<file path="src/rtl/keypad_pkg.sv">
// Shared key codes, key map and scanner FSM state encoding for the keypad time encoder.
package keypad_pkg;

    localparam logic [3:0] KEY_STAR = 4'hE;
    localparam logic [3:0] KEY_HASH = 4'hF;

    typedef logic [1:0] state_t;
    localparam state_t SCAN     = 2'd0;
    localparam state_t DEBOUNCE = 2'd1;
    localparam state_t HELD     = 2'd2;

    // A-D map to 4'hA-4'hD, which the top module treats as "no action".
    function automatic logic [3:0] key_map(input logic [1:0] row, input logic [1:0] col);
        logic [3:0] code;
        code = 4'hA;
        case ({row, col})
            4'b00_00: code = 4'd1;
            4'b00_01: code = 4'd2;
            4'b00_10: code = 4'd3;
            4'b00_11: code = 4'hA;
            4'b01_00: code = 4'd4;
            4'b01_01: code = 4'd5;
            4'b01_10: code = 4'd6;
            4'b01_11: code = 4'hB;
            4'b10_00: code = 4'd7;
            4'b10_01: code = 4'd8;
            4'b10_10: code = 4'd9;
            4'b10_11: code = 4'hC;
            4'b11_00: code = KEY_STAR;
            4'b11_01: code = 4'd0;
            4'b11_10: code = KEY_HASH;
            4'b11_11: code = 4'hD;
            default:  code = 4'hA;
        endcase
        return code;
    endfunction

    function automatic logic [1:0] low_col(input logic [3:0] cols);
        logic [1:0] idx;
        if (!cols[0])      idx = 2'd0;
        else if (!cols[1]) idx = 2'd1;
        else if (!cols[2]) idx = 2'd2;
        else               idx = 2'd3;
        return idx;
    endfunction

endpackage

</file>
<file path="src/rtl/keypad_time_encoder_scanner.sv">
// keypad_scanner: column synchronizer, row scan and press/release debounce FSM.
// Emits a one-cycle key_valid with key_code for each accepted physical press.
module keypad_scanner
    import keypad_pkg::*;
#(
    parameter int unsigned SCAN_DIV        = 1000,
    parameter int unsigned DEBOUNCE_CYCLES = 20000
) (
    input  logic       clk,
    input  logic       reset,
    input  logic [3:0] col_n,
    output logic [3:0] row_n,
    output logic [3:0] key_code,
    output logic       key_valid
);

    localparam int unsigned CNT_TOP = (SCAN_DIV > DEBOUNCE_CYCLES) ? SCAN_DIV : DEBOUNCE_CYCLES;
    localparam int unsigned CW      = $clog2(CNT_TOP);

    logic [3:0]    col_m;
    logic [3:0]    col_s;
    state_t        state;
    logic [1:0]    row;
    logic [1:0]    col;
    logic [CW-1:0] cnt;

    always_comb begin
        row_n = 4'b1111;
        row_n[row] = 1'b0;
    end

    always_ff @(posedge clk) begin
        if (reset) begin
            col_m     <= 4'b1111;
            col_s     <= 4'b1111;
            state     <= SCAN;
            row       <= 2'd0;
            col       <= 2'd0;
            cnt       <= '0;
            key_code  <= '0;
            key_valid <= 1'b0;
        end else begin
            col_m     <= col_n;
            col_s     <= col_m;
            key_valid <= 1'b0;
            case (state)
                SCAN: begin
                    if (cnt == CW'(SCAN_DIV - 1)) begin
                        cnt <= '0;
                        if (col_s != 4'b1111) begin
                            col   <= low_col(col_s);
                            state <= DEBOUNCE;
                        end else begin
                            row <= row + 2'd1;
                        end
                    end else begin
                        cnt <= cnt + 1'b1;
                    end
                end
                DEBOUNCE: begin
                    if (col_s[col]) begin
                        state <= SCAN;
                        row   <= row + 2'd1;
                        cnt   <= '0;
                    end else if (cnt == CW'(DEBOUNCE_CYCLES - 1)) begin
                        key_code  <= key_map(row, col);
                        key_valid <= 1'b1;
                        state     <= HELD;
                        cnt       <= '0;
                    end else begin
                        cnt <= cnt + 1'b1;
                    end
                end
                HELD: begin
                    // Any low column (bounce or another key in this row) restarts release timing.
                    if (col_s != 4'b1111) begin
                        cnt <= '0;
                    end else if (cnt == CW'(DEBOUNCE_CYCLES - 1)) begin
                        state <= SCAN;
                        row   <= row + 2'd1;
                        cnt   <= '0;
                    end else begin
                        cnt <= cnt + 1'b1;
                    end
                end
                default: begin
                    state <= SCAN;
                    cnt   <= '0;
                end
            endcase
        end
    end

endmodule

</file>
<file path="src/rtl/keypad_time_encoder.sv">
// Keypad to BCD time-digit encoder: microwave-style digit shift, lock gating, '#' saturation.
// Optional key-click output enabled by defining KEYPAD_BEEP_EN.
module keypad_time_encoder
    import keypad_pkg::*;
#(
    parameter int unsigned SCAN_DIV        = 1000,
    parameter int unsigned DEBOUNCE_CYCLES = 20000,
    parameter int unsigned BEEP_CYCLES     = 5000
) (
    input  logic       clk,
    input  logic       reset,
    input  logic [3:0] col_n,
    input  logic       lock,
    output logic [3:0] row_n,
    output logic [3:0] min,
    output logic [3:0] sec_tens,
    output logic [3:0] sec_ones,
    output logic       digit_pulse,
    output logic       start_pulse,
    output logic       clear_pulse,
    output logic       beep
);

    if (SCAN_DIV < 4 || DEBOUNCE_CYCLES < 2 || BEEP_CYCLES < 1) begin : g_param_check
        $error("keypad_time_encoder: parameter out of range");
    end

    logic [3:0] key_code;
    logic       key_valid;
    logic       do_digit;
    logic       do_clear;
    logic       do_start;

    keypad_scanner #(
        .SCAN_DIV       (SCAN_DIV),
        .DEBOUNCE_CYCLES(DEBOUNCE_CYCLES)
    ) u_scanner (
        .clk      (clk),
        .reset    (reset),
        .col_n    (col_n),
        .row_n    (row_n),
        .key_code (key_code),
        .key_valid(key_valid)
    );

    always_comb begin
        do_digit = key_valid && (key_code <= 4'd9) && !lock;
        do_clear = key_valid && (key_code == KEY_STAR) && !lock;
        do_start = key_valid && (key_code == KEY_HASH);
    end

    always_ff @(posedge clk) begin
        if (reset) begin
            min         <= '0;
            sec_tens    <= '0;
            sec_ones    <= '0;
            digit_pulse <= 1'b0;
            start_pulse <= 1'b0;
            clear_pulse <= 1'b0;
        end else begin
            digit_pulse <= do_digit;
            start_pulse <= do_start;
            clear_pulse <= do_clear;
            if (do_digit) begin
                min      <= sec_tens;
                sec_tens <= sec_ones;
                sec_ones <= key_code;
            end else if (do_clear) begin
                min      <= '0;
                sec_tens <= '0;
                sec_ones <= '0;
            end else if (do_start && !lock && (sec_tens > 4'd5)) begin
                sec_tens <= 4'd5;
                sec_ones <= 4'd9;
            end
        end
    end

`ifdef KEYPAD_BEEP_EN
    localparam int unsigned BW = $clog2(BEEP_CYCLES + 1);

    logic [BW-1:0] beep_cnt;

    always_ff @(posedge clk) begin
        if (reset) begin
            beep_cnt <= '0;
        end else if (do_digit || do_clear || do_start) begin
            beep_cnt <= BW'(BEEP_CYCLES);
        end else if (beep_cnt != '0) begin
            beep_cnt <= beep_cnt - 1'b1;
        end
    end

    assign beep = (beep_cnt != '0);
`else
    assign beep = 1'b0;
`endif

endmodule

</file>
<file path="config.mk">
export PLATFORM = sky130hd
export DESIGN_NAME = keypad_time_encoder
export DESIGN_NICKNAME = d
export VERILOG_FILES = /design/src/rtl/keypad_pkg.sv /design/src/rtl/keypad_time_encoder_scanner.sv /design/src/rtl/keypad_time_encoder.sv
export SDC_FILE = /design/constraint.sdc
export NUM_CORES = 1
export LEC_CHECK = 0
export CAP_MARGIN = 20
export CORE_ASPECT_RATIO = 1.75
export CORE_MARGIN = 1.5
export CORE_UTILIZATION = 58
export DETAILED_ROUTE_END_ITERATION = 6
export GPL_ROUTABILITY_DRIVEN = 0
export PLACE_DENSITY_LB_ADDON = 0.1
export SLEW_MARGIN = 40
export SYNTH_ARGS = -nofsm -noshare
export SYNTH_HDL_FRONTEND = slang
export SYNTH_SLANG_ARGS = --single-unit
</file>
<file path="constraint.sdc">
create_clock -name clk -period 3.7 [get_ports clk]
set_clock_uncertainty 0.05 [all_clocks]
set_input_delay 0.74 -clock clk [delete_from_list [all_inputs] [get_ports clk]]
set_output_delay 0.74 -clock clk [all_outputs]
set_load 0.01 [all_outputs]
</file>
; ---- Word-level counts from Yosys, hierarchy flattened
; Memories as Yosys holds them, arrays and structs flattened. A register that Yosys moved wholly into a read port is not among the register bits.
; Index checks and enable logic that the tools add are counted.
; Widths: inputs -> output; s select.
[word_totals]
ff_bits = 45
rom_bits = 64
word_cells = 90
n_memories = 1
[classes]
n_addsub = 2
n_lt_le_gt_ge = 5
n_eq_ne = 14
n_mux = 34
n_bitwise = 3
reduce_logical = 18
[memory_table]
columns = name, depth, width, rd, rd_clocked_by_memory_dff, write_ports, line_no
row1 = (name not given), 16, 4, 1, 1, 0, keypad_pkg.sv:16  ; case ({row, col})
[op_table]
columns = op, count
row1 = $mux 15, 4
row2 = $pmux 15 s3, 1
row3 = $mux 4, 8
row4 = $mux 2, 13
row5 = $add 15x1->15 const B, 1
row6 = $eq 15x10->1 const B, 1
row7 = $eq 15x15->1 const B, 1
row8 = $pmux 2 s3, 2
row9 = $eq 4x4->1 const B, 2
row10 = $logic_and 1x1->1, 8
row11 = $ne 2x1->1 const B, 4
row12 = $lt 2x3->1 const B, 2
row13 = $reduce_and 3->1, 2
row14 = $reduce_and 6->1, 1
row15 = $reduce_bool 3->1, 2
row16 = $reduce_and 5->1, 1
row17 = $gt 4x3->1 const B, 1
row18 = $le 4x4->1 const B, 1
row19 = $mux 1, 4
row20 = $ne 2x2->1 const B, 2
row21 = $ne 4x4->1 const B, 1
row22 = $not 4->4, 1
row23 = $ne 3x1->1 const B, 1
row24 = $reduce_or 3->1, 1
row25 = other kinds (10), 11

; ---- Logic depth before layout (Yosys ltp)
[depth]
depth_word = 7
ltp_mapped = 8
depth_no_buf = 6

; ---- Modules after synthesis
; A second synthesis with hierarchy kept.
[hier_totals]
cells_unflattened = 234
hier_area_um2 = 2259.7
[by_module_without_submodules]
columns = module, instances, cells_each, area_per_inst_um2, seq_area_each_um2
row1 = keypad_scanner, 1, 180, 1649.1, 680.7
row2 = keypad_time_encoder, 1, 54, 610.6, 300.3

; ---- Least setup slack after synthesis
; OpenSTA, ideal clock, no wires.
[synth_path]
path_kind = flip-flop to flip-flop
start = register u_scanner.col[0]
end = register u_scanner.cnt[10]
t_arrival_ns = 1.829
setup_slack_ns = 1.757
path_stages_with_launch = 7
n_path_buf = 1
path_cell_list = dfxtp_1 > mux4_2 > nor3b_4 > a21oi_1 > o32a_4 > buf_6 > nor2_1
[synth_between]
elab_chain_cells = 4
[synth_lines]
columns = element, line_no
row1 = "start, declared", keypad_time_encoder_scanner.sv:24  ; logic [1:0] col;
row2 = "start signal, assigned", keypad_time_encoder_scanner.sv:51  ; col <= low_col(col_s);
row3 = $bmux 1 s2, keypad_time_encoder_scanner.sv:61  ; if (col_s[col]) begin
row4 = $mux 1 (implied by the code), keypad_time_encoder_scanner.sv:61
row5 = $mux 15, keypad_time_encoder_scanner.sv:61
row6 = $pmux 15 s3, keypad_time_encoder_scanner.sv:46  ; case (state)
row7 = "end signal, assigned", keypad_time_encoder_scanner.sv:57  ; cnt <= cnt + 1'b1;
row8 = "end signal, assigned", keypad_time_encoder_scanner.sv:71  ; cnt <= cnt + 1'b1;
row9 = "end signal, assigned", keypad_time_encoder_scanner.sv:83  ; cnt <= cnt + 1'b1;
row10 = "end, declared", keypad_time_encoder_scanner.sv:25  ; logic [CW-1:0] cnt;
; Every way passes these cells. The select of a mux whose other input is x is not followed.
; A chain may end at the register's enable or synchronous reset.

; ---- Final worst setup path
[layout_path]
start = register u_scanner.row[0]
end = output port row_n[2]
[layout_between]
elab_chain_cells = 5
[layout_lines]
columns = element, line_no
row1 = "start, declared", keypad_time_encoder_scanner.sv:23  ; logic [1:0] row;
row2 = "start signal, assigned", keypad_time_encoder_scanner.sv:54  ; row <= row + 2'd1;
row3 = "start signal, assigned", keypad_time_encoder_scanner.sv:63  ; row <= row + 2'd1;
row4 = "start signal, assigned", keypad_time_encoder_scanner.sv:80  ; row <= row + 2'd1;
row5 = $lt 2x3->1 (implied by the code) / $ge 2x1->1 (equally long branches), keypad_time_encoder_scanner.sv:29  ; row_n[row] = 1'b0;
row6 = $logic_and 1x1->1 (implied by the code), keypad_time_encoder_scanner.sv:29
row7 = $mux 1 (implied by the code), keypad_time_encoder_scanner.sv:29
row8 = $demux 1 s2 *, --
row9 = $not 4->4 (no source line) *, --
row10 = "end, declared", keypad_time_encoder.sv:14  ; output logic [3:0] row_n,
; Mark *: on every way between the ends. The rest lies on a longest branch, timed or not.

==> run summary <==
Die Area: 4160 µm²
Vias in the first global route: 1670
FF/Latch Area: 981 µm²
Max_slew headroom: 52.0%
Setup violations, final: 0
Root buffer cell: clkbuf_8
Startpoint of the worst hold path: u_scanner.col_m[1]
Final Cell Area: 2530 µm²
GR Util All Layers: 22.8%
Startpoint types: register
CP peak stage delay: 0.52 ns
Place WS: 1.22 ns
Top_reg_cell synth: dfxtp_1
CP arrival: 1.80 ns
Fin Hold WS: 0.364 ns
Outcome: complete, no violations
Share of cells above drive strength 1: 10.2%
Tmin final: 2.59 ns
Worst skew pair latency: 0.30 ns
CP cell instances: inv_1 > ha_1 > inv_1 > clkdlybuf4s50_1
Placed cell area: 2450 µm²
Setup TNS: 0 ns
Drt via density: 5.46
Max-capacitance violation count: 0
Die H: 84.3 µm
CP delay by family, top: buffers and inverters
TritonCTS clock tree: built
CP Class: register to output pin
Initial antenna violation count: 0
HPWL after DPL: 3.24 mm
Setup ws final: 1.11 ns
# DRC: 0
Via count: 1637
Register area share after synthesis: 44.8%
Setup Buffers After CTS: 0
Hold Path Class: register to register
Final Cycle Share: 69.9%
FMAX: 387 MHz
Iter 0 DRT Violations: 33
CTS H-Tree Depth: 2
Drt pass-1 iters: 4
R2r endpoint: u_scanner.row[0]
Routed WL: 4.30 mm
CP most frequent cell: inv_1
TritonCTS buffer count: 5
Leakage: 1.00 nW
Post-Synthesis Net Count: 249
Non-filler cells, final: 300
Slowest CP cell: clkdlybuf4s50_1
Post-synth ARST share: 0%
Row cnt: 29
Unique masters post-synth: 38
CP endpoint kind: output pin
CP required: 2.91 ns
First-pass GRT wire length: 7.45 mm
Worst slew pin tran: 0.713 ns
Post_cts resized: 0
I/O Pins: 27
Max VDD drop: 0.334 mV
EDFF count, synth: 0
Pin count of the biggest net entering global routing: 21
Syn Area/Cell: 9.43 µm²
Reg2reg path depth: 5
Hold-critical path depth: 1
Fillers: 308
CP Buf/Inv Count: 3
Nets: 272
Cell Count Post-Placement: 294
Clock-pin slew on the worst setup and hold paths: 0.08 ns
Post-Synthesis Cells: 232
CTS Hold Bufs: 0
Reg2reg start: u_scanner.col[0]
Worst Hold Path EP: u_scanner.col_s[1]
Synth Register Bits: 49
Ys Warns: 0
IO Port Bufs: 25
Reg-to-reg slack, setup: 1.53 ns
N_diodes: 0
Final Hold Viols: 0
Core Box Area: 3630 µm²
Clk buf depth: 2
Final Util: 69.7%
Most common cell after layout, fill and taps aside: dfxtp_1
Tot Pwr: 0.859 mW
Synthesized area: 2190 µm²
Synth-to-layout area growth: 15.5%
RSZ-0062 raised after global routing: no
Multi-input logic area: 1100 µm²
Initial Utilization: 60.3%
Power Dens Cells: 340 nW/µm²
Clock Sinks: 49
Critical path fanouts, max: 8
Antenna-violating nets left: 0
Die X: 49.4 µm
Most frequent cells in the layout: 49 x dfxtp_1, 25 x clkdlybuf4s50_1, 24 x nor2_1, 14 x inv_1, 14 x nand2_1
Slew Limit Fails: 0
Grt ovf: 0
Worst path depth: 4
WL/cell: 14.3 µm
[kinds of logic (layout without fill, tap and decap cells)]
group,after synthesis,after routing,share of synthesized area [%]
AND/OR/NAND/NOR,93,93,22.9
multiplexers,13,13,7.38
adder cells (fa/ha/maj),10,10,5.72
flip-flops,49,49,44.8
AO/OA/AOI/OAI,29,29,9.09
buffers and inverters,24,46,4.69
XOR/XNOR,13,13,5.20
other,1,1,0.171
[flip-flops by register name, indices dropped and copies added (netlist names)]
signal	flops
clear_pulse	1
digit_pulse	1
min	4
sec_ones	4
sec_tens	4
start_pulse	1
u_scanner.cnt	15
u_scanner.col	2
u_scanner.col_m	4
u_scanner.col_s	4
u_scanner.key_code	4
u_scanner.key_valid	1
u_scanner.row	2
u_scanner.state	2
[worst max path at each step]
stage,start,to,slack [ns]
2_1_floorplan,u_scanner.col[0],u_scanner.cnt[10],1.76
3_3_place_gp,reset,u_scanner.cnt[8],1.27
3_5_place_dp,reset,u_scanner.cnt[6],1.22
4_1_cts,u_scanner.row[0],row_n[2],1.09
5_1_grt,u_scanner.row[0],row_n[2],1.01
6_report,u_scanner.row[0],row_n[2],1.11
[per-layer routing]
| metal | GRT usage [%] | vias to the layer above | wire length (µm) |
|---|---|---|---|
| met2 | 43.7 | 19 | 2430 |
| met4 | 9.85 | 0 | 80 |
| li1 | - | 831 | - |
| met3 | 4.80 | 8 | 85 |
| met5 | 0 | - | 0 |
| met1 | 22.9 | 779 | 1700 |
[layout make-up]
class | instances | share of cell area, %
timing repair buffer | 26 | 10.2
multi-input combinational | 159 | 43.7
clock buffer | 5 | 2.72
inverter | 14 | 2.08
tap | 46 | 2.28
clock inverter | 1 | 0.198
sequential | 49 | 38.8
[power breakdown]
part	switching, mW	leakage, nW	internal [mW]
combinational	0.0165	0.563	0.0163
sequential	0.00463	0.397	0.534
clock	0.163	0.0399	0.125
total	0.184	1.00	0.675
[synthesized netlist by cell type (2+ instances only)]
library cell | n | area, µm²
dfxtp_1 | 49 | 981
nor2_1 | 24 | 90.1
inv_1 | 14 | 52.6
nand2_1 | 14 | 52.6
ha_1 | 10 | 125
o21ai_0 | 10 | 50.1
xor2_1 | 9 | 78.8
or2_2 | 8 | 50.1
a21oi_1 | 7 | 35.0
a22o_1 | 7 | 61.3
clkbuf_1 | 7 | 26.3
nand3_1 | 7 | 35.0
mux2i_1 | 6 | 60.1
nand4_1 | 6 | 37.5
mux2_2 | 5 | 56.3
nor2b_1 | 5 | 31.3
nor3_1 | 5 | 25.0
nand2b_1 | 4 | 25.0
nor4_1 | 4 | 25.0
xnor2_1 | 4 | 35.0
and3_1 | 3 | 18.8
and4_1 | 3 | 26.3
nand3b_1 | 3 | 22.5
a211oi_1 | 2 | 15.0
mux4_2 | 2 | 45.0
nor2_2 | 2 | 12.5
(Power assumes the default switching activity.)
